==> src/rtl/inst_fetch_unit_pkg.sv <==
// Shared constants for the instruction fetch unit: default widths, reset PC and NOP encoding.
package inst_fetch_unit_pkg;

    localparam int unsigned PC_BITS_DEF        = 8;
    localparam int unsigned INST_BITS_DEF      = 16;
    localparam int unsigned INST_MEM_DEPTH_DEF = 32;
    localparam int unsigned FIFO_DEPTH_DEF     = 3;
    localparam int unsigned RESET_PC_DEF       = 0;
    localparam int unsigned ADDR_BITS_DEF      = $clog2(INST_MEM_DEPTH_DEF);

    // Encoding substituted for words fetched beyond the end of instruction memory
    localparam int unsigned NOP_INST = 0;

endpackage

==> src/rtl/inst_fetch_unit_if.sv <==
// Bus bundle of the fetch unit: PC register feed, instruction memory port, redirect and
// decode handshake. Signal names are seen from the fetch unit (o_ = driven by it).
interface inst_fetch_unit_if
    import inst_fetch_unit_pkg::*;
#(
    parameter int unsigned PC_BITS   = PC_BITS_DEF,
    parameter int unsigned INST_BITS = INST_BITS_DEF,
    parameter int unsigned ADDR_BITS = ADDR_BITS_DEF
) ();

    logic [PC_BITS-1:0]   o_pc_next;
    logic                 o_imem_en;
    logic [ADDR_BITS-1:0] o_imem_addr;
    logic [INST_BITS-1:0] i_imem_data;
    logic                 i_redirect;
    logic [PC_BITS-1:0]   i_redirect_pc;
    logic                 o_inst_valid;
    logic                 i_inst_ready;
    logic [INST_BITS-1:0] o_inst;
    logic [PC_BITS-1:0]   o_inst_pc;
    logic                 o_inst_oor;

    modport master (
        output o_pc_next, o_imem_en, o_imem_addr,
        input  i_imem_data,
        input  i_redirect, i_redirect_pc,
        output o_inst_valid,
        input  i_inst_ready,
        output o_inst, o_inst_pc, o_inst_oor
    );

    modport slave (
        input  o_pc_next, o_imem_en, o_imem_addr,
        output i_imem_data,
        output i_redirect, i_redirect_pc,
        input  o_inst_valid,
        output i_inst_ready,
        input  o_inst, o_inst_pc, o_inst_oor
    );

endinterface

==> src/rtl/inst_fetch_unit_fetch_fifo.sv <==
// Small synchronous FIFO holding fetched {oor, pc, inst} entries. Supports simultaneous
// push and pop, a synchronous flush, and reports its occupancy.
module inst_fetch_unit_fetch_fifo #(
    parameter int unsigned WIDTH = 25,
    parameter int unsigned DEPTH = 3,
    localparam int unsigned PTR_W = (DEPTH > 1) ? $clog2(DEPTH) : 1,
    localparam int unsigned CNT_W = $clog2(DEPTH + 1)
) (
    input  logic             i_clk,
    input  logic             i_rst,
    input  logic             i_flush,
    input  logic             i_push,
    input  logic [WIDTH-1:0] i_wdata,
    input  logic             i_pop,
    output logic [WIDTH-1:0] o_rdata,
    output logic [CNT_W-1:0] o_count
);

    logic [WIDTH-1:0] mem_q [DEPTH];
    logic [WIDTH-1:0] mem_d [DEPTH];
    logic [PTR_W-1:0] wr_ptr_q, wr_ptr_d;
    logic [PTR_W-1:0] rd_ptr_q, rd_ptr_d;
    logic [CNT_W-1:0] count_q, count_d;
    logic             do_push;
    logic             do_pop;

    // Depth need not be a power of two, so pointers wrap explicitly
    function automatic logic [PTR_W-1:0] ptr_inc(input logic [PTR_W-1:0] p);
        return (p == PTR_W'(DEPTH - 1)) ? '0 : p + 1'b1;
    endfunction

    // Next-state for storage, pointers and occupancy
    always_comb begin
        do_pop   = i_pop && (count_q != '0);
        do_push  = i_push && ((count_q != CNT_W'(DEPTH)) || do_pop);
        mem_d    = mem_q;
        wr_ptr_d = wr_ptr_q;
        rd_ptr_d = rd_ptr_q;
        count_d  = count_q;
        if (i_flush) begin
            wr_ptr_d = '0;
            rd_ptr_d = '0;
            count_d  = '0;
        end else begin
            if (do_push) begin
                mem_d[wr_ptr_q] = i_wdata;
                wr_ptr_d        = ptr_inc(wr_ptr_q);
            end
            if (do_pop) begin
                rd_ptr_d = ptr_inc(rd_ptr_q);
            end
            count_d = count_q + CNT_W'(do_push) - CNT_W'(do_pop);
        end
    end

    // Pointer and count registers with synchronous reset
    always_ff @(posedge i_clk) begin
        if (i_rst) begin
            wr_ptr_q <= '0;
            rd_ptr_q <= '0;
            count_q  <= '0;
        end else begin
            wr_ptr_q <= wr_ptr_d;
            rd_ptr_q <= rd_ptr_d;
            count_q  <= count_d;
        end
    end

    // Storage array; contents are don't-care while count is zero
    always_ff @(posedge i_clk) begin
        mem_q <= mem_d;
    end

    assign o_rdata = mem_q[rd_ptr_q];
    assign o_count = count_q;

endmodule

==> src/rtl/inst_fetch_unit.sv <==
// Fetch stage: owns the fetch PC, issues single-cycle reads to instruction memory, buffers
// returned words with their PC and hands them to decode over valid/ready. A redirect
// reloads the fetch PC and discards everything buffered or in flight.
module inst_fetch_unit
    import inst_fetch_unit_pkg::*;
#(
    parameter int unsigned PC_BITS        = PC_BITS_DEF,
    parameter int unsigned INST_BITS      = INST_BITS_DEF,
    parameter int unsigned INST_MEM_DEPTH = INST_MEM_DEPTH_DEF,
    parameter int unsigned FIFO_DEPTH     = FIFO_DEPTH_DEF,
    parameter int unsigned RESET_PC       = RESET_PC_DEF,
    localparam int unsigned ADDR_BITS     = $clog2(INST_MEM_DEPTH)
) (
    input  logic          i_clk,
    input  logic          i_rst,
    inst_fetch_unit_if.master bus
);

    localparam int unsigned ENTRY_W = INST_BITS + PC_BITS + 1;
    localparam int unsigned CNT_W   = $clog2(FIFO_DEPTH + 1);

    logic [PC_BITS-1:0]   fpc_q, fpc_d;
    logic                 inflight_q, inflight_d;
    logic [PC_BITS-1:0]   tag_q, tag_d;
    logic                 issue;
    logic                 push;
    logic                 pop;
    logic                 inst_valid;
    logic                 tag_oor;
    logic [INST_BITS-1:0] push_inst;
    logic [ENTRY_W-1:0]   wdata;
    logic [ENTRY_W-1:0]   rdata;
    logic [CNT_W-1:0]     count;

    // Issue decision, memory response capture and decode handshake
    always_comb begin
        // Registered occupancy only: a pop this cycle does not free a slot for issue
        issue      = !i_rst && !bus.i_redirect &&
                     ((32'(count) + 32'(inflight_q)) < FIFO_DEPTH);
        tag_oor    = (32'(tag_q) >= INST_MEM_DEPTH);
        push_inst  = tag_oor ? INST_BITS'(NOP_INST) : bus.i_imem_data;
        wdata      = {tag_oor, tag_q, push_inst};
        push       = inflight_q && !i_rst && !bus.i_redirect;
        inst_valid = (count != '0) && !i_rst;
        pop        = inst_valid && bus.i_inst_ready && !bus.i_redirect;
    end

    // Next fetch PC, in-flight flag and tag of the outstanding read
    always_comb begin
        fpc_d      = fpc_q;
        inflight_d = issue;
        tag_d      = tag_q;
        if (bus.i_redirect) begin
            fpc_d = bus.i_redirect_pc;
        end else if (issue) begin
            fpc_d = fpc_q + 1'b1;
            tag_d = fpc_q;
        end
    end

    // Fetch state registers with synchronous reset
    always_ff @(posedge i_clk) begin
        if (i_rst) begin
            fpc_q      <= PC_BITS'(RESET_PC);
            inflight_q <= 1'b0;
            tag_q      <= '0;
        end else begin
            fpc_q      <= fpc_d;
            inflight_q <= inflight_d;
            tag_q      <= tag_d;
        end
    end

    inst_fetch_unit_fetch_fifo #(
        .WIDTH (ENTRY_W),
        .DEPTH (FIFO_DEPTH)
    ) u_fetch_fifo (
        .i_clk   (i_clk),
        .i_rst   (i_rst),
        .i_flush (bus.i_redirect),
        .i_push  (push),
        .i_wdata (wdata),
        .i_pop   (pop),
        .o_rdata (rdata),
        .o_count (count)
    );

    assign bus.o_pc_next    = fpc_q;
    assign bus.o_imem_en    = issue;
    assign bus.o_imem_addr  = fpc_q[ADDR_BITS-1:0];
    assign bus.o_inst_valid = inst_valid;
    assign bus.o_inst       = rdata[INST_BITS-1:0];
    assign bus.o_inst_pc    = rdata[INST_BITS +: PC_BITS];
    assign bus.o_inst_oor   = rdata[ENTRY_W-1];

endmodule

==> src/flat_wrapper.sv <==
// flat-port wrapper written by rule: the top's interface ports become plain ports
module inst_fetch_unit_flat import inst_fetch_unit_pkg::*;
#(
    parameter int unsigned PC_BITS        = PC_BITS_DEF,
    parameter int unsigned INST_BITS      = INST_BITS_DEF,
    parameter int unsigned INST_MEM_DEPTH = INST_MEM_DEPTH_DEF,
    parameter int unsigned FIFO_DEPTH     = FIFO_DEPTH_DEF,
    parameter int unsigned RESET_PC       = RESET_PC_DEF,
    localparam int unsigned ADDR_BITS     = $clog2(INST_MEM_DEPTH)
)
  (i_clk, i_rst, bus_o_pc_next, bus_o_imem_en, bus_o_imem_addr, bus_i_imem_data, bus_i_redirect, bus_i_redirect_pc, bus_o_inst_valid, bus_i_inst_ready, bus_o_inst, bus_o_inst_pc, bus_o_inst_oor);
  inst_fetch_unit_if #(.PC_BITS(PC_BITS), .INST_BITS(INST_BITS)) bus_i ();
  input  logic i_clk;
  input  logic i_rst;
  output wire logic [$bits(bus_i.o_pc_next)-1:0] bus_o_pc_next;
  output wire logic [$bits(bus_i.o_imem_en)-1:0] bus_o_imem_en;
  output wire logic [$bits(bus_i.o_imem_addr)-1:0] bus_o_imem_addr;
  input wire logic [$bits(bus_i.i_imem_data)-1:0] bus_i_imem_data;
  input wire logic [$bits(bus_i.i_redirect)-1:0] bus_i_redirect;
  input wire logic [$bits(bus_i.i_redirect_pc)-1:0] bus_i_redirect_pc;
  output wire logic [$bits(bus_i.o_inst_valid)-1:0] bus_o_inst_valid;
  input wire logic [$bits(bus_i.i_inst_ready)-1:0] bus_i_inst_ready;
  output wire logic [$bits(bus_i.o_inst)-1:0] bus_o_inst;
  output wire logic [$bits(bus_i.o_inst_pc)-1:0] bus_o_inst_pc;
  output wire logic [$bits(bus_i.o_inst_oor)-1:0] bus_o_inst_oor;
  assign bus_o_pc_next = bus_i.o_pc_next;
  assign bus_o_imem_en = bus_i.o_imem_en;
  assign bus_o_imem_addr = bus_i.o_imem_addr;
  assign bus_i.i_imem_data = bus_i_imem_data;
  assign bus_i.i_redirect = bus_i_redirect;
  assign bus_i.i_redirect_pc = bus_i_redirect_pc;
  assign bus_o_inst_valid = bus_i.o_inst_valid;
  assign bus_i.i_inst_ready = bus_i_inst_ready;
  assign bus_o_inst = bus_i.o_inst;
  assign bus_o_inst_pc = bus_i.o_inst_pc;
  assign bus_o_inst_oor = bus_i.o_inst_oor;
  inst_fetch_unit #(.PC_BITS(PC_BITS), .INST_BITS(INST_BITS), .INST_MEM_DEPTH(INST_MEM_DEPTH), .FIFO_DEPTH(FIFO_DEPTH), .RESET_PC(RESET_PC)) u_core (.i_clk(i_clk), .i_rst(i_rst), .bus(bus_i));
endmodule
==> config.mk <==
export PLATFORM = sky130hd
export DESIGN_NAME = inst_fetch_unit_flat
export DESIGN_NICKNAME = d
export VERILOG_FILES = /design/src/rtl/inst_fetch_unit_pkg.sv /design/src/rtl/inst_fetch_unit_if.sv /design/src/rtl/inst_fetch_unit_fetch_fifo.sv /design/src/rtl/inst_fetch_unit.sv /design/src/flat_wrapper.sv
export SDC_FILE = /design/constraint.sdc
export NUM_CORES = 1
export LEC_CHECK = 0
export CAP_MARGIN = 20
export CELL_PAD_IN_SITES_DETAIL_PLACEMENT = 1
export CELL_PAD_IN_SITES_GLOBAL_PLACEMENT = 1
export CORE_MARGIN = 2
export CORE_UTILIZATION = 46
export CTS_CLUSTER_SIZE = 40
export DETAILED_ROUTE_END_ITERATION = 8
export PLACE_DENSITY = 0.81
export SETUP_SLACK_MARGIN = 0.15
export SLEW_MARGIN = 30
export SYNTH_ARGS = -nofsm -noshare
export SYNTH_HDL_FRONTEND = slang
export SYNTH_HIERARCHICAL = 1
export SYNTH_SLANG_ARGS = --single-unit
export TNS_END_PERCENT = 20
==> constraint.sdc <==
create_clock -name i_clk -period 6.5 [get_ports i_clk]
set_input_delay 0.65 -clock i_clk [delete_from_list [all_inputs] [get_ports i_clk]]
set_output_delay 0.65 -clock i_clk [all_outputs]
set_load 0.02 [all_outputs]
==> reports/qor.txt, run 1 <==
CTS root buf - clkbuf_8
Crit path cell chain - clkdlybuf4s50_1 -> nor4b_1 -> o21ai_2 -> nor4b_2 -> buf_4
DPL Wire Length - 5.49 mm
Routed len/inst - 17.5 µm
Hold_buf cts - 0
Initial Util - 46.9%
Multi-input gate area - 0.00124 mm²
IO Pins - 68
Core Footprint - 0.00864 mm²
Iter 0 DRT Violations - 91
DP Worst Slack - 2400 ps
Worst reg2reg startpoint - u_core/u_fetch_fifo/o_count[1]$_SDFF_PP0_
Setup Viol. Count Final - 0
Final wirelength - 8.41 mm
Worst Setup Path Type - in -> reg
Pre-antenna DRT Iters - 4
Max FO, Critical Path - 22
NumNets Final - 400
Vias in the first global route - 2,756
Leakage power - 1.61 nW
Status - finished clean
Area Overhead vs Synth - 23.3%
WP data required - 6530 ps
Setup_tns - 0 ps
Mapped Area - 0.00405 mm²
Yosys top cell area share - 55.6%
Row count - 34
Via/cell ratio - 5.35
Die Ht - 97.9 µm
CP delay by family, top - simple AND/OR/NAND/NOR gates
Slew at the pin closest to its max-slew limit - 957 ps
Sequential area share after synthesis - 66.9%
Clk sink count - 98
Vias - 2,566
Async S/R FF share, synth - 0%
Syn Nets - 338
Synth top cells by count - edfxtp_1, mux2i_1, nand2_1, o21ai_0, dfxtp_1
Most frequent cell after synthesis - edfxtp_1
Max Cap Violations - 0
Average cell area after synthesis - 13.3 µm²
Largest cells by area after synthesis - edfxtp_1, dfxtp_1, mux2i_1
RSZ-0062 raised after global routing - no
Worst-path clk slew - 80 ps
Total track usage - 18.5%
Fill cells - 854
Worst Setup Slack, final - 2790 ps
Final instance area - 0.00500 mm²
IO Port Bufs - 67
Worst Setup SP - i_rst
H-tree Lvls - 3
Worst path slowest cell - nor4b_2
Final hold violation count - 0
Slew margin rel. - 36.0%
Gate Count Post-Synth - 305
Worst min path class - reg -> reg
Worst-Skew Late Latency - 350 ps
Grt ovf - 0
Peak Freq - 270 MHz
Yosys top cell by area - edfxtp_1
Yosys warnings - 6
Die Width - 97.9 µm
Initial antenna violation count - 0
Post-layout util - 57.9%
DRC Markers - 0
Worst path arrival time - 3730 ps
Post-DRT Antenna Nets - 0
Placer Congestion - 0.757
Ant. Diodes - 0
Global-route wire length before repair - 13.9 mm
Buf/Inv on CP - 2
Largest net degree at the start of global routing - 30
Final Max Tran Viols - 0
Cts bufs inserted - 9
Register area - 0.00272 mm²
Synth unique cells - 38
Die area - 0.00958 mm²
Crit. End Element - register
Setup bufs post-CTS - 0
Ratio of cells with drive above 1 in the final layout - 8.06%
CTS tree - built
Clock skew - 11.2 ps
Max stage delay on crit path - 840 ps
Crit share post-route - 57.0%
Yosys reg bits - 98
WHS - 497 ps
Pwr/cell area - 230 mW/mm²
Post-synth EDFFs - 75
CTS resizes - 0
Period minus WS final - 3710 ps
Maximum vdd ir drop - 0.125 mV
Most used DFF post-synth - edfxtp_1
Placement Cell Area - 0.00480 mm²
Critical path launch point type - input pin
CTS max path bufs - 2
Worst hold start - u_core/tag_q[3]$_SDFFE_PP0P_
layer usage:
| metal | track usage (%) | wire length (µm) |
|---|---|---|
| met4 | 5.45 | 70 |
| met2 | 33.7 | 4340 |
| met5 | 0 | 0 |
| met3 | 3.01 | 356 |
| met1 | 22.5 | 3650 |
cell families after synthesis:
logic type               synth area share [%]
flip-flops                               66.9
XOR/XNOR                                0.648
adder cells (fa/ha/maj)                  1.54
AO/OA/AOI/OAI                            7.31
multiplexers                             8.64
buffers and inverters                    3.67
AND/OR/NAND/NOR                          11.3
through the flow:
| step | power (mW) | instances |
|---|---|---|
| final | 1.15 | 480 |
| after global routing | 1.20 | 480 |
| after CTS | 1.16 | 480 |
| after detailed placement | 0.787 | 464 |
| after global placement | 0.784 | 464 |
| after floorplan | 0.745 | 305 |
worst reg2reg max path, cell delays in order (launching register included):
cell     delay, ps
dfxtp_1        450
nor2_1         110
nor4b_1        530
o21ai_2        270
nor4b_2        840
buf_4          420
path summary, 6_finish.rpt:
path | cells after the start | endpoint | slack [ps]
hold reg to reg | 0 | u_core/u_fetch_fifo/mem_q[44]$_DFFE_PP_ | 500
setup / recovery | 5 | u_core/u_fetch_fifo/mem_q[40]$_DFFE_PP_ | 2790
setup reg to reg | 5 | u_core/u_fetch_fifo/mem_q[40]$_DFFE_PP_ | 3550
hold / removal | 0 | u_core/u_fetch_fifo/mem_q[44]$_DFFE_PP_ | 500
cells in the final DEF (no fill, tap or decap), types with 2 or more instances in the layout:
| master | Yosys | routed |
|---|---|---|
| a2111oi_0 | 3 | 2 |
| a211oi_1 | 2 | 2 |
| a311oi_1 | 6 | 6 |
| and2_1 | 18 | 18 |
| buf_4 | 5 | 4 |
| clkbuf_8 | 0 | 9 |
| clkdlybuf4s50_1 | 0 | 67 |
| clkinvlp_4 | 0 | 2 |
| dfxtp_1 | 23 | 21 |
| dfxtp_2 | 0 | 2 |
| edfxtp_1 | 75 | 75 |
| ha_1 | 5 | 5 |
| inv_1 | 5 | 5 |
| mux2i_1 | 35 | 35 |
| nand2_1 | 35 | 35 |
| nand3_1 | 3 | 3 |
| nor2_1 | 19 | 19 |
| nor4b_2 | 0 | 2 |
| o21ai_0 | 24 | 24 |
| o21ai_1 | 3 | 3 |
| o21ai_2 | 2 | 2 |
| o31ai_1 | 3 | 3 |
| or3_2 | 2 | 2 |
| or4_1 | 3 | 3 |
| xnor2_1 | 3 | 3 |
power by group:
group	switching (mW)	internal (mW)
Combinational	0.0393	0.0408
Clock	0.200	0.179
Sequential	0.0102	0.683
sequential cells by signal, summed over array words and instances (netlist names):
register                      count
u_core/u_fetch_fifo/mem_q        75
u_core/bus.o_pc_next              8
u_core/tag_q                      8
u_core/u_fetch_fifo/o_count       2
u_core/u_fetch_fifo/rd_ptr_q      2
u_core/u_fetch_fifo/wr_ptr_q      2
u_core/inflight_q                 1
final cells by class:
| class | instances | area share, % |
|---|---|---|
| inverters | 5 | 0.375 |
| repair buffers | 71 | 14.0 |
| clock inverters | 6 | 1.33 |
| clock buffers | 10 | 2.55 |
| flip-flops and latches | 98 | 54.3 |
| multi-input cells | 182 | 24.7 |
| well taps | 108 | 2.70 |
(Power assumes the default switching activity.)
==> run 2, diff against run 1 <==
Settings changed: CORE_UTILIZATION 46 to 39, PLACE_DENSITY 0.81 to 0.73.
Clock period 6.5 ns to 3 ns, I/O delays scaled along.
==> run 2 against run 1 <==
Net effect: cell area up 1.3%; global-route usage down 1.2 points; utilization down 8.2 points; combinational power up 130%; sequential power up 120%; register-to-register slack worse by 3000 ps; largest cell class unchanged; clock skew down 4.2 ps; hold slack better by 3.9 ps; via count up 0.27%; flip-flop and latch count unchanged; critical endpoint is now bus_o_inst[1]; routed wire length up 6.6%; first-iteration DRC count up 15%; largest power group unchanged.
==> reports/qor.txt, run 2 (synthesis gave the netlist of run 1 again) <==
Status - finished clean (unchanged)
Worst hold start - u_core/tag_q[0]$_SDFFE_PP0P_ (was u_core/tag_q[3]$_SDFFE_PP0P_)
Area Overhead vs Synth - 24.9% (was 23.3%)
Row count - 37 (was 34)
Die Ht - 106 µm (was 97.9 µm)
Final wirelength - 8.96 mm (was 8.41 mm)
Initial antenna violation count - 0 (unchanged)
CTS tree - built (unchanged)
CTS resizes - 0 (unchanged)
Maximum vdd ir drop - 0.248 mV (was 0.125 mV)
Setup Viol. Count Final - 0 (unchanged)
WHS - 501 ps (was 497 ps)
Ratio of cells with drive above 1 in the final layout - 8.97% (was 8.06%)
CTS max path bufs - 2 (unchanged)
Leakage power - 1.65 nW (was 1.61 nW)
Largest net degree at the start of global routing - 26 (was 30)
Slew at the pin closest to its max-slew limit - 626 ps (was 957 ps)
Setup_tns - 0 ps (unchanged)
WP data required - 2700 ps (was 6530 ps)
Worst Setup Path Type - reg -> out (was in -> reg)
R2r setup slk - 510 ps (was 3550 ps)
Max Cap Violations - 0 (unchanged)
Worst reg-to-reg path cell count - 9 (was 5)
Final hold violation count - 0 (unchanged)
Ant. Diodes - 0 (unchanged)
Slew margin rel. - 58.3% (was 36.0%)
Fill cells - 1,064 (was 854)
Crit. End Element - primary output (was register)
Leading cell types in the layout, fill and taps excluded - edfxtp_1, clkdlybuf4s50_1, nand2_1, mux2i_1, o21ai_0 (unchanged)
Worst-path clk slew - 80 ps (about the same)
Max reg flops - 75 (unchanged)
Core Footprint - 0.0102 mm² (was 0.00864 mm²)
DP Worst Slack - 284 ps (was 2400 ps)
Initial Util - 39.8% (was 46.9%)
CTS root buf - clkbuf_8 (unchanged)
Worst-Skew Late Latency - 360 ps (was 350 ps)
IO Port Bufs - 67 (unchanged)
DRC Markers - 0 (unchanged)
Die area - 0.0112 mm² (was 0.00958 mm²)
Hold Path Depth - 0 (unchanged)
Worst path arrival time - 2390 ps (was 3730 ps)
RSZ-0062 raised after global routing - yes (was no)
Placement Cell Area - 0.00491 mm² (was 0.00480 mm²)
PnR Total Power - 2.39 mW (was 1.15 mW)
Post-layout util - 49.7% (was 57.9%)
Pre-antenna DRT Iters - 4 (unchanged)
Vias in the first global route - 2,796 (was 2,756)
WHS Endpoint - u_core/u_fetch_fifo/mem_q[41]$_DFFE_PP_ (was u_core/u_fetch_fifo/mem_q[44]$_DFFE_PP_)
Grt ovf - 0 (unchanged)
IO Pins - 68 (unchanged)
Worst Setup Slack, final - 311 ps (was 2790 ps)
H-tree Lvls - 3 (unchanged)
Non-Filler Instances - 515 (was 480)
Placer Congestion - 0.818 (was 0.757)
Via/cell ratio - 5.00 (was 5.35)
Most flop-heavy register - u_core/u_fetch_fifo/mem_q (unchanged)
Peak Freq - 372 MHz
Hold_buf cts - 0 (unchanged)
Crit share post-route - 89.6%
Inst Count DP - 499 (was 464)
NumNets Final - 407 (was 400)
Final instance area - 0.00506 mm² (was 0.00500 mm²)
Reg2reg end - u_core/u_fetch_fifo/o_count[1]$_SDFF_PP0_ (was u_core/u_fetch_fifo/mem_q[40]$_DFFE_PP_)
Total track usage - 17.2% (was 18.5%)
Clock skew - 6.98 ps (was 11.2 ps)
Iter 0 DRT Violations - 105 (was 91)
DPL Wire Length - 6.19 mm (was 5.49 mm)
Clk sink count - 98 (unchanged)
Cts bufs inserted - 9 (unchanged)
Period minus WS final - 2690 ps
Pwr/cell area - 473 mW/mm² (was 230 mW/mm²)
Worst reg2reg startpoint - u_core/u_fetch_fifo/o_count[1]$_SDFF_PP0_ (unchanged)
Post-DRT Antenna Nets - 0 (unchanged)
Setup bufs post-CTS - 0 (unchanged)
Most common cell after layout, fill and taps aside - edfxtp_1 (unchanged)
Routed len/inst - 17.4 µm (was 17.5 µm)
Global-route wire length before repair - 14.7 mm (was 13.9 mm)
Vias - 2,573 (was 2,566)
Die Width - 106 µm (was 97.9 µm)
Final Max Tran Viols - 0 (unchanged)
Max FO, Critical Path - 20 (was 22)
Critical path launch point type - register (was input pin)
Worst min path class - reg -> reg (unchanged)
[run 2: report_power, final]
| group | switching, mW | internal, mW |
|---|---|---|
| clock network | 0.415 | 0.296 |
| registers | 0.0222 | 1.48 |
| logic | 0.0902 | 0.0913 |
| total | 0.528 | 1.87 |
[run 2: routing by layer]
layer	vias up	part of all wire, %	GRT usage [%]	routed length, µm
met1	1250	45	22.0	4020
met5	-	0	0	0
met3	11	3.8	3.56	345
met4	0	1.2	5.08	107
li1	1254	-	-	-
met2	58	50	29.7	4490
[run 2: worst max path at each step]
stage                                                       from                                        end  slack (ps)
finish              u_core/u_fetch_fifo/rd_ptr_q[0]$_SDFFE_PP0P_                              bus_o_inst[1]         310
global route        u_core/u_fetch_fifo/rd_ptr_q[0]$_SDFFE_PP0P_                              bus_o_inst[5]         150
CTS                    u_core/u_fetch_fifo/o_count[0]$_SDFF_PP0_                              bus_o_imem_en         230
detailed placement                                bus_i_redirect  u_core/u_fetch_fifo/o_count[1]$_SDFF_PP0_         280
global placement                                  bus_i_redirect  u_core/u_fetch_fifo/o_count[1]$_SDFF_PP0_         370
floorplan                                                  i_rst     u_core/u_fetch_fifo/mem_q[0]$_DFFE_PP_         -90
[run 2: critical path, cell delays in order, from the launching register on]
cell and delay (ps):
dfxtp_2 740, buf_4 340, mux2i_1 110, o21ai_0 190
clkdlybuf4s50_1 640
[run 2: final cells by class]
class                           count  area, µm²  share of cell area, %
Sequential cell                    98       2710                   53.6
Multi-Input combinational cell    182       1250                   24.7
Timing Repair Buffer               78        756                   14.9
Tap cell                          136        170                   3.36
Clock buffer                       12        135                   2.67
Clock inverter                      4       18.8                  0.371
Inverter                            5       18.8                  0.371
